## config.mk

```make
export PLATFORM = sky130hd
export DESIGN_NAME = id_hazard_control
export DESIGN_NICKNAME = d
export VERILOG_FILES = /design/src/rtl/id_hazard_control.sv
export SDC_FILE = /design/constraint.sdc
export NUM_CORES = 1
export LEC_CHECK = 0
export BUFFER_PORTS_ARGS = -buffer_cell sky130_fd_sc_hd__buf_4
export CORE_AREA = 4 4 41 43
export DETAILED_ROUTE_END_ITERATION = 10
export DIE_AREA = 0 0 45 47
export GPL_TIMING_DRIVEN = 0
export HOLD_SLACK_MARGIN = 0.05
export PLACE_DENSITY_LB_ADDON = 0.25
export SYNTH_ARGS = -nofsm -noshare
export SYNTH_HDL_FRONTEND = slang
export SYNTH_SLANG_ARGS = --single-unit
```

## constraint.sdc

```tcl
create_clock -name clk -period 3.8 [get_ports clk]
set_input_delay 0.38 -clock clk [delete_from_list [all_inputs] [get_ports clk]]
set_output_delay 0.38 -clock clk [all_outputs]
set_load 0.005 [all_outputs]
```

## src/rtl/id_hazard_control.sv

```systemverilog
// id_hazard_control: decode-stage load-use stall, MEM-redirect flush and HLT drain controller.
// Optional perf counters (stall_cnt/flush_cnt) are built when HAZARD_PERF_CNT_EN is defined.
module id_hazard_control #(
    parameter int REG_W        = 4,
    parameter int DRAIN_CYCLES = 3
`ifdef HAZARD_PERF_CNT_EN
    , parameter int CNT_W      = 16
`endif
) (
    input  logic             clk,
    input  logic             rst_n,
    input  logic [REG_W-1:0] id_rs,
    input  logic [REG_W-1:0] id_rt,
    input  logic             id_uses_rs,
    input  logic             id_uses_rt,
    input  logic             id_is_hlt,
    input  logic             ex_MemRead,
    input  logic             ex_RegWrite,
    input  logic [REG_W-1:0] ex_Rd,
    input  logic             mem_redirect,
    output logic             pc_write,
    output logic             ifid_write,
    output logic             ifid_clear,
    output logic             idex_write_en,
    output logic             idex_clear,
    output logic             exmem_clear,
    output logic             halted
`ifdef HAZARD_PERF_CNT_EN
    , output logic [CNT_W-1:0] stall_cnt
    , output logic [CNT_W-1:0] flush_cnt
`endif
);
    typedef enum logic [1:0] {RUN = 2'd0, DRAIN = 2'd1, HALTED = 2'd2} state_t;
    state_t     state_q, state_d;
    logic [1:0] drn_cnt_q, drn_cnt_d;
    logic       in_run, in_drain, in_halt, load_use, redir, stall, take_hlt, advance;
    assign in_run   = state_q == RUN;
    assign in_drain = state_q == DRAIN;
    assign in_halt  = state_q == HALTED;
    assign load_use = ex_MemRead && ex_RegWrite && ex_Rd != '0 &&
                      ((id_uses_rs && id_rs == ex_Rd) || (id_uses_rt && id_rt == ex_Rd));
    assign redir    = mem_redirect && !in_halt;
    assign stall    = in_run && !mem_redirect && load_use;
    assign take_hlt = in_run && !mem_redirect && !load_use && id_is_hlt;
    assign advance  = redir || (in_run && !load_use && !id_is_hlt);
    // Outputs are forced to the safe freeze/flush pattern for as long as rst_n is low.
    assign pc_write      = rst_n && advance;
    assign ifid_write    = rst_n && advance;
    assign ifid_clear    = !rst_n || redir;
    assign idex_write_en = rst_n && !in_halt;
    assign idex_clear    = !rst_n || redir || stall || in_drain;
    assign exmem_clear   = !rst_n || redir;
    assign halted        = rst_n && in_halt;
    always_comb begin
        state_d   = state_q;
        drn_cnt_d = drn_cnt_q;
        if (take_hlt) begin
            state_d   = DRAIN;
            drn_cnt_d = 2'(DRAIN_CYCLES - 1);
        end else if (in_drain) begin
            state_d   = redir ? RUN : (drn_cnt_q == 2'd0 ? HALTED : DRAIN);
            drn_cnt_d = (redir || drn_cnt_q == 2'd0) ? 2'd0 : drn_cnt_q - 2'd1;
        end
    end
    always_ff @(posedge clk or negedge rst_n) begin
        if (!rst_n) begin
            state_q   <= RUN;
            drn_cnt_q <= 2'd0;
        end else begin
            state_q   <= state_d;
            drn_cnt_q <= drn_cnt_d;
        end
    end
`ifdef HAZARD_PERF_CNT_EN
    logic [CNT_W-1:0] stall_cnt_q, flush_cnt_q;
    assign stall_cnt = stall_cnt_q;
    assign flush_cnt = flush_cnt_q;
    always_ff @(posedge clk or negedge rst_n) begin
        if (!rst_n) begin
            stall_cnt_q <= '0;
            flush_cnt_q <= '0;
        end else begin
            stall_cnt_q <= (stall && !(&stall_cnt_q)) ? stall_cnt_q + CNT_W'(1) : stall_cnt_q;
            flush_cnt_q <= (redir && !(&flush_cnt_q)) ? flush_cnt_q + CNT_W'(1) : flush_cnt_q;
        end
    end
`endif
endmodule

```

# Word-level counts from Yosys, hierarchy flattened
# Cells that the tools add are included.
[word_totals]
inputBits = 20
wordCells = 44
register_bits = 4
[classes]
addsub = 1
muxes = 7
reduce_logical = 30
n_eq_ne = 4
[op_table]
columns = ["cell", "count"]
rows = [
  ["logical AND 1 bit", 15],
  ["two-way mux 2 bit", 7],
  ["equality test 4 bit", 2],
  ["logical OR 1 bit", 6],
  ["logical NOT 1 bit", 5],
  ["logical NOT 2 bit", 2],
  ["nonzero test 4 bit", 1],
  ["equality test 2 x 1 -> 1 bit (second input constant)", 1],
  ["equality test 2 bit (second input constant)", 1],
  ["nonzero test 2 bit", 1],
  ["subtractor 2 x 1 -> 2 bit (second input constant)", 1],
]

# Longest topological paths before layout
# Gate-level depths: netlist of run 1.
[logic_depth]
depth_word = 9
mapped_depth = 7
mapped_depth_nobuf = 6

# Worst setup path before layout of run 1
# No wires, ideal clock.
[synth_timing]
path_type = "input to output"
start = "input ex_Rd[0]"
end = "output pc_write"
t_arrival_ps = 1600
required_time_ps = 3420
setup_slack_ps = 1820
path_stages = 5
cell_sequence = "or4_1 nand3_1 a21oi_2 o41ai_1 buf_4"
[synth_via]
elab_chain_cells = 9
word_cells_on_any_way = 13
cone_classes = "eq/ne (2); reduce/logical (11)"
[synth_rtl]
columns = ["element", "line", "rtl"]
rows = [
  ["from (decl)", "19", "input logic [REG_W-1:0] ex_Rd,"],
  ["equality test 4 bit", "41", "((id_uses_rs && id_rs == ex_Rd) || (id_uses_rt && id_rt == ex_Rd));"],
  ["logical AND 1 bit", "41", ""],
  ["logical OR 1 bit", "41", ""],
  ["logical AND 1 bit *", "40", "assign load_use = ex_MemRead && ex_RegWrite && ex_Rd != '0 &&"],
  ["logical NOT 1 bit *", "45", "assign advance = redir || (in_run && !load_use && !id_is_hlt);"],
  ["logical AND 1 bit * (2 in series)", "45", ""],
  ["logical OR 1 bit *", "45", ""],
  ["logical AND 1 bit *", "n/a", ""],
  ["to (decl)", "21", "output logic pc_write,"],
]
# Mark *: on every way between the ends. The rest lies on a longest branch, timed or not.

# Worst setup path in the final report of run 1
[layout_timing]
start = "input ex_Rd[0]"
end = "output pc_write"
[layout_via]
elab_chain_cells = 9
word_cells_on_any_way = 13
cone_classes = "eq/ne (2); reduce/logical (11)"
[layout_rtl]
columns = ["element", "line", "rtl"]
rows = [
  ["equality test 4 bit", "41", ""],
  ["logical AND 1 bit", "41", ""],
  ["logical OR 1 bit", "41", ""],
  ["logical AND 1 bit *", "40", ""],
  ["logical NOT 1 bit *", "45", ""],
  ["logical AND 1 bit * (2 in series)", "45", ""],
  ["logical OR 1 bit *", "45", ""],
  ["logical AND 1 bit *", "47", "assign pc_write = rst_n && advance;"],
]
# Marked as above.

==> metrics.csv, run 1 <==
metric,value,unit
initial_utilization,0.313,
rsz0062_at_grt,false,
grt_pass1_wl,1570,µm
routed_via_density,4.85,
clock-sinks,4,
dpl.hpwl,840,µm
ys_seq_area_frac,0.245,
syn-num-nets,74,
worstMarginPinSlew,0.417,ns
setup_tns,0,ns
power.leakage,0.314,nW
die_x,45,µm
fmax,0.451,GHz
cp.arrival,1.84,ns
syn_inst,53,
async_reset_ff_frac,1.00,
ctsHoldBuffers,1,
fillCellCount,138,
post_cts_buffers,0,
dieHeight,47,µm
ys_ff_latch,4,
wl_per_cell,10.1,µm
numCtsBuffers,3,
die_area,2120,µm²
n_antenna_cell,0,
vias,470,
portBuffers,25,
drive_above_1_share,0.402,
firstDrtPassIters,2,
final.setup_skew,0.00417,ns
clk_pin_slew_worst_paths,0.03,ns
dp.cells,93,
ys_types,25,
first_global_vias,408,
required,3.42,ns
drt-initial-drc-count,7,
endpoint_kind,primary output,
yosysWarnings,0,
synth.cell_area,408,µm²
gp_congestion,0.710,
tritoncts,built,
synth_edf_count,0,
worstSetupPathType,in2out,
routed_wirelength,978,µm
clockRootBuffer,clkbuf_4,
setup_violations,0,
clock_path_buffers,2,
grt_max_degree,11,
cts-htree-levels,1,
antenna_found_initial,0,
fp.coreArea,1300,µm²
syn_avg_cell_area,7.70,µm²
drc,0,
mostFrequentLayoutCells,"27 x buf_4, 7 x nand2_1, 6 x xor2_1",
final_cell_count_no_fill,97,
grt_overflow_total,0,
drv_slew,0,
layout_worst_path_cycle_share,0.583,
nets,105,
pre_cts_slack,1.61,ns
hold_class,in2reg,
worstPathMaxFanout,5,
ioPinCount,27,
peakVddDrop,0.282,mV
clk_latency,0.23,ns
status,finished clean,
hold_viol,0,
period_needed,2.22,ns
track_usage,0.106,
postLayoutCoreUtil,0.497,
area_growth,58.6,%
p_per_area,496,nW/µm²
layout_setup_ws,1.58,ns
cap_viol_max_count,0,
ys.flop_type,dfrtp_1,
rows,13,
mostFrequentLayoutCell,buf_4,
cts_repair_resize_count,0,
postRouteAntennaNets,0,
startpoint_type,primary input,
relSlewSlack,0.719,
[kinds of logic (layout without fill, tap and decap cells)]
kind of cell | Yosys count | after routing | synth area share
adders and majority gates | 1 | 1 | 0.0307
xor gates and xnor gates | 8 | 8 | 0.172
buffers and inverters | 8 | 37 | 0.0950
AOI/OAI and AO/OA | 11 | 11 | 0.196
and+or+nand+nor | 21 | 21 | 0.261
DFF | 4 | 4 | 0.245
[synthesized netlist by cell type (2+ instances only)]
| cell | instances | share of area |
|---|---|---|
| xor2_1 | 6 | 0.13 |
| o21ai_0 | 4 | 0.049 |
| dfrtp_1 | 4 | 0.25 |
| xnor2_1 | 2 | 0.043 |
| nand2_1 | 7 | 0.064 |
| buf_4 | 2 | 0.037 |
| inv_1 | 4 | 0.037 |
| nor3_1 | 2 | 0.025 |
| nor2_1 | 2 | 0.018 |
| nand3_1 | 5 | 0.061 |
[layout make-up]
type | instances | area (µm²) | share of cell area
Buffer | 4 | 23.8 | 0.0368
Clock buffer | 3 | 22.5 | 0.0348
Inverter | 4 | 15.0 | 0.0232
Multi-Input combinational cell | 41 | 269 | 0.416
Sequential cell | 4 | 100 | 0.155
Tap cell | 15 | 18.8 | 0.0290
Timing Repair Buffer | 26 | 198 | 0.306
[report_power, final]
part / switching (mW) / total [mW] / leakage (nW) / internal [mW]
Clock: 0.0168 / 0.0521 / 0.0138 / 0.0353
Combinational: 0.0863 / 0.191 / 0.256 / 0.105
Sequential: 0.0139 / 0.0778 / 0.0450 / 0.0639
Total: 0.117 / 0.321 / 0.314 / 0.204
[worst paths after layout]
path                            slack, ns          from            to  depth (start not counted)
worst max-delay path                 1.58      ex_Rd[0]      pc_write                          7
min in group asynchronous            0.49         rst_n  drn_cnt_q[1]                          2
worst min register to register       0.54  drn_cnt_q[1]  drn_cnt_q[1]                          2
worst max register to register       2.38    state_q[0]  drn_cnt_q[1]                          3
max in group asynchronous            3.18         rst_n  drn_cnt_q[0]                          2
worst min-delay path                 0.48     id_is_hlt  drn_cnt_q[0]                          3
[state kept, by name, summed over array words and instances, names as in the netlist]
name and cells:
state_q 2, drn_cnt_q 2
[critical path: stages]
cell and delay [ns]:
buf_4 0.12, or4_1 0.51, nand3_1 0.11, a21oi_2 0.06
o41ai_1 0.37, buf_4 0.18, buf_4 0.10
[metal layers]
metal | share of wire | track usage | wire [µm]
met1 | 0.38 | 0.109 | 370
met2 | 0.47 | 0.167 | 463
met3 | 0.13 | 0.0690 | 130
met4 | 0.012 | 0.0526 | 12
met5 | 0 | 0 | 0
[metrics by stage]
stage / hold WS, ns / instance area [µm²] / power (mW)
after floorplan: 0.0844 / 408 / 0.193
after global placement: 0.196 / 614 / 0.269
after detailed placement: 0.195 / 614 / 0.270
after CTS: 0.484 / 647 / 0.326
after global routing: 0.477 / 647 / 0.358
final: 0.484 / 647 / 0.321
(Power assumes the default switching activity.)
==> run 2, diff against run 1 <==
--- a/config.mk
+++ b/config.mk
@@ -5,6 +5,7 @@
 export SDC_FILE = /design/constraint.sdc
 export NUM_CORES = 1
 export LEC_CHECK = 0
+export ABC_AREA = 1
 export BUFFER_PORTS_ARGS = -buffer_cell sky130_fd_sc_hd__buf_4
 export CORE_AREA = 4 4 41 43
 export DETAILED_ROUTE_END_ITERATION = 10
==> constraint.sdc (replaced) <==
create_clock -name clk -period 2.2 [get_ports clk]
set_input_delay 0.22 -clock clk [delete_from_list [all_inputs] [get_ports clk]]
set_output_delay 0.22 -clock clk [all_outputs]
set_load 0.005 [all_outputs]
==> run 2 against run 1 <==
Against the previous run: wire length rose by 15%; flip-flop and latch count did not move; synthesized cell count rose by 55%; die area did not move; synthesized area rose by 14%; critical path type unchanged.
==> metrics.csv, run 2 <==
metric,value,unit,change
status,finished clean,,unchanged
post_cts_buffers,0,,unchanged
die_x,45,µm,unchanged
nets,135,,was 105
grt_pass1_wl,1730,µm,was 1570 µm
worstPathCellList,"dlygate4sd3_1, buf_4, nand2_1, nor2_1, o21ai_2, buf_4",,"was buf_4, or4_1, nand3_1, a21oi_2, o41ai_1, buf_4, buf_4"
drc,0,,unchanged
reg_top3,"drn_cnt_q x2, state_q x2",,unchanged
cap_viol_max_count,0,,unchanged
switchingPower,0.0663,mW,was 0.117 mW
initial_utilization,0.359,,was 0.313
vias,558,,was 470
grt_max_degree,7,,was 11
yosys.area.top_type,dfrtp_1,,unchanged
rr_worst_depth,7,,was 3
postLayoutCoreUtil,0.548,,was 0.497
first_global_vias,482,,was 408
syn_avg_cell_area,5.69,µm²,was 7.70 µm²
critPathMaxStageDelay,0.52,ns,was 0.51 ns
synthTopCellsByCount,"24 x nand2_1, 14 x inv_1, 12 x nor2_1",,"was 7 x nand2_1, 6 x xor2_1, 5 x nand3_1"
ioPinCount,27,,unchanged
clk_latency,0.23,ns,about the same
numCtsBuffers,3,,unchanged
synth.cell_area,467,µm²,was 408 µm²
endpoint_kind,primary output,,unchanged
area_growth,52.8,%,was 58.6%
p_per_area,352,nW/µm²,was 496 nW/µm²
drive_above_1_share,0.402,,about the same
yosysWarnings,0,,unchanged
switching_share,0.264,,was 0.365
cp_common_cell,buf_4,,unchanged
wl_per_cell,8.88,µm,was 10.1 µm
endpoint,idex_clear,,was pc_write
place_area,681,µm²,was 614 µm²
drt-initial-drc-count,8,,was 7
drv_slew,0,,unchanged
synth_edf_count,0,,unchanged
dpl.hpwl,991,µm,was 840 µm
clockRootBuffer,clkbuf_4,,unchanged
cp_slowest_cell,dlygate4sd3_1,,was or4_1
dieHeight,47,µm,unchanged
relSlewSlack,0.875,,was 0.719
routed_via_density,4.39,,was 4.85
setup_tns,0,ns,unchanged
worstSetupPathType,in2out,,unchanged
ys_ff_latch,4,,unchanged
worstPathMaxFanout,6,,was 5
hold_viol,0,,unchanged
r2r-start,drn_cnt_q[0],,was state_q[0]
post-synth-top-count-cell,nand2_1,,unchanged
cp.arrival,1.32,ns,was 1.84 ns
startpoint_type,primary input,,unchanged
syn_inst,82,,was 53
required,1.98,ns,was 3.42 ns
n_antenna_cell,0,,unchanged
r2r_end,drn_cnt_q[1],,unchanged
fmax,0.648,GHz,
ctsHoldBuffers,1,,unchanged
r2r_slack,1.05,ns,was 2.38 ns
async_reset_ff_frac,1.00,,unchanged
cp.buffers_inverters,3,,unchanged
clock_path_buffers,2,,unchanged
crit_family,buffers and inverters,,was simple AND/OR/NAND/NOR gates
postRouteAntennaNets,0,,unchanged
firstDrtPassIters,4,,was 2
mostFrequentLayoutCells,"28 x buf_4, 24 x nand2_1, 14 x inv_1",,"was 27 x buf_4, 7 x nand2_1, 6 x xor2_1"
track_usage,0.109,,was 0.106
p_int,0.185,mW,was 0.204 mW
routed_wirelength,1130,µm,was 978 µm
finalPower,0.251,mW,was 0.321 mW
ys_types,18,,was 25
rows,13,,unchanged
power_frac_clock,0.350,,was 0.162
ys_top_cells_by_area,"dfrtp_1 21%, nand2_1 19%, inv_1 11%",,"was dfrtp_1 25%, xor2_1 13%, nand2_1 6.4%"
peakVddDrop,0.159,mV,was 0.282 mV
fp.coreArea,1300,µm²,unchanged
portBuffers,26,,was 25
antenna_found_initial,0,,unchanged
layout_worst_path_cycle_share,0.702,,
synth_top_area_share,0.214,,was 0.245
cp-startpoint,rst_n,,was ex_Rd[0]
tritoncts,built,,unchanged
ys_seq_area_frac,0.214,,was 0.245
cts-htree-levels,1,,unchanged
grt_overflow_total,0,,unchanged
cts_repair_resize_count,0,,unchanged
pwr-share-seq,0.309,,was 0.242
mostFrequentLayoutCell,buf_4,,unchanged
syn-num-nets,103,,was 74
clock-sinks,4,,unchanged
die_area,2120,µm²,unchanged
period_needed,1.54,ns,
gp_congestion,0.784,,was 0.710
clk_pin_slew_worst_paths,0.04,ns,was 0.03 ns
hold_class,in2reg,,unchanged
final.setup_skew,0.00693,ns,was 0.00417 ns
rsz0062_at_grt,false,,unchanged
ys.flop_type,dfrtp_1,,unchanged
power.leakage,0.424,nW,was 0.314 nW
worstMarginPinSlew,0.186,ns,was 0.417 ns
combPwrFrac,0.341,,was 0.595
setup_violations,0,,unchanged
crit_cells,6,,was 7
fin_area,713,µm²,was 647 µm²
==> run 2: cell count changes after synthesis, moves of 2 or more <==
cell / delta
a21oi_1: +2
inv_1: +10
inv_2: +4
nand2_1: +17
nand2_2: +6
nand3_1: -3
nor2_1: +10
o21ai_0: -2
xor2_1: -6
==> run 2: area by class of cell <==
class / instances / area (µm²)
multi-input combinational: 58 / 284
timing repair buffer: 27 / 205
fill: 136 / 588
sequential: 4 / 100
buffer: 2 / 15.0
clock buffer: 3 / 22.5
inverter: 18 / 67.6
tap: 15 / 18.8
==> run 2: worst min-delay path by stage <==
stage,slack (ns),depth (start not counted),from,endpoint
floorplan,-0.08,0,rst_n,drn_cnt_q[0]
global placement,0.03,1,rst_n,state_q[1]
detailed placement,0.03,1,rst_n,state_q[1]
CTS,0.19,2,mem_redirect,state_q[1]
global route,0.19,2,mem_redirect,state_q[1]
finish,0.20,2,mem_redirect,state_q[1]
==> run 2: cell families after synthesis <==
group                      count (synthesis)  synth area share
and+or+nand+nor                           46             0.416
AOI/OAI and AO/OA                          9             0.129
buffers and inverters                     20             0.177
adders and majority gates                  1            0.0268
xor gates and xnor gates                   2            0.0375
DFF                                        4             0.214
==> run 2: power groups by stage <==
stage	Sequential (mW)	Combinational, mW	Clock [mW]
floorplan	0.0782	0.0373	0
global placement	0.0784	0.0836	0
detailed placement	0.0784	0.0848	0
CTS	0.0775	0.0866	0.0929
global route	0.0777	0.0957	0.0969
finish	0.0775	0.0856	0.0879
==> run 2: metrics by stage <==
step,hold WS (ns),std cells,setup WS (ns)
3_5_place_dp,0.0266,123,0.785
3_3_place_gp,0.0264,123,0.798
2_1_floorplan,-0.0756,82,1.03
4_1_cts,0.189,127,0.653
6_report,0.196,127,0.656
5_1_grt,0.190,127,0.562
==> run 2: metal layers <==
metal	vias up	track usage	share of wire
met5	-	0	0
met4	0	0.0351	0
met3	0	0.0268	0.087
met2	20	0.209	0.51
met1	236	0.117	0.40
li1	302	-	-
==> run 2: worst register-to-register path, cell delays in order (launching register included) <==
cell	delay [ns]
dfrtp_1	0.36
inv_1	0.06
ha_1	0.18
inv_1	0.06
nand2_1	0.08
o21ai_0	0.16
o21ai_0	0.11
nand2_1	0.08
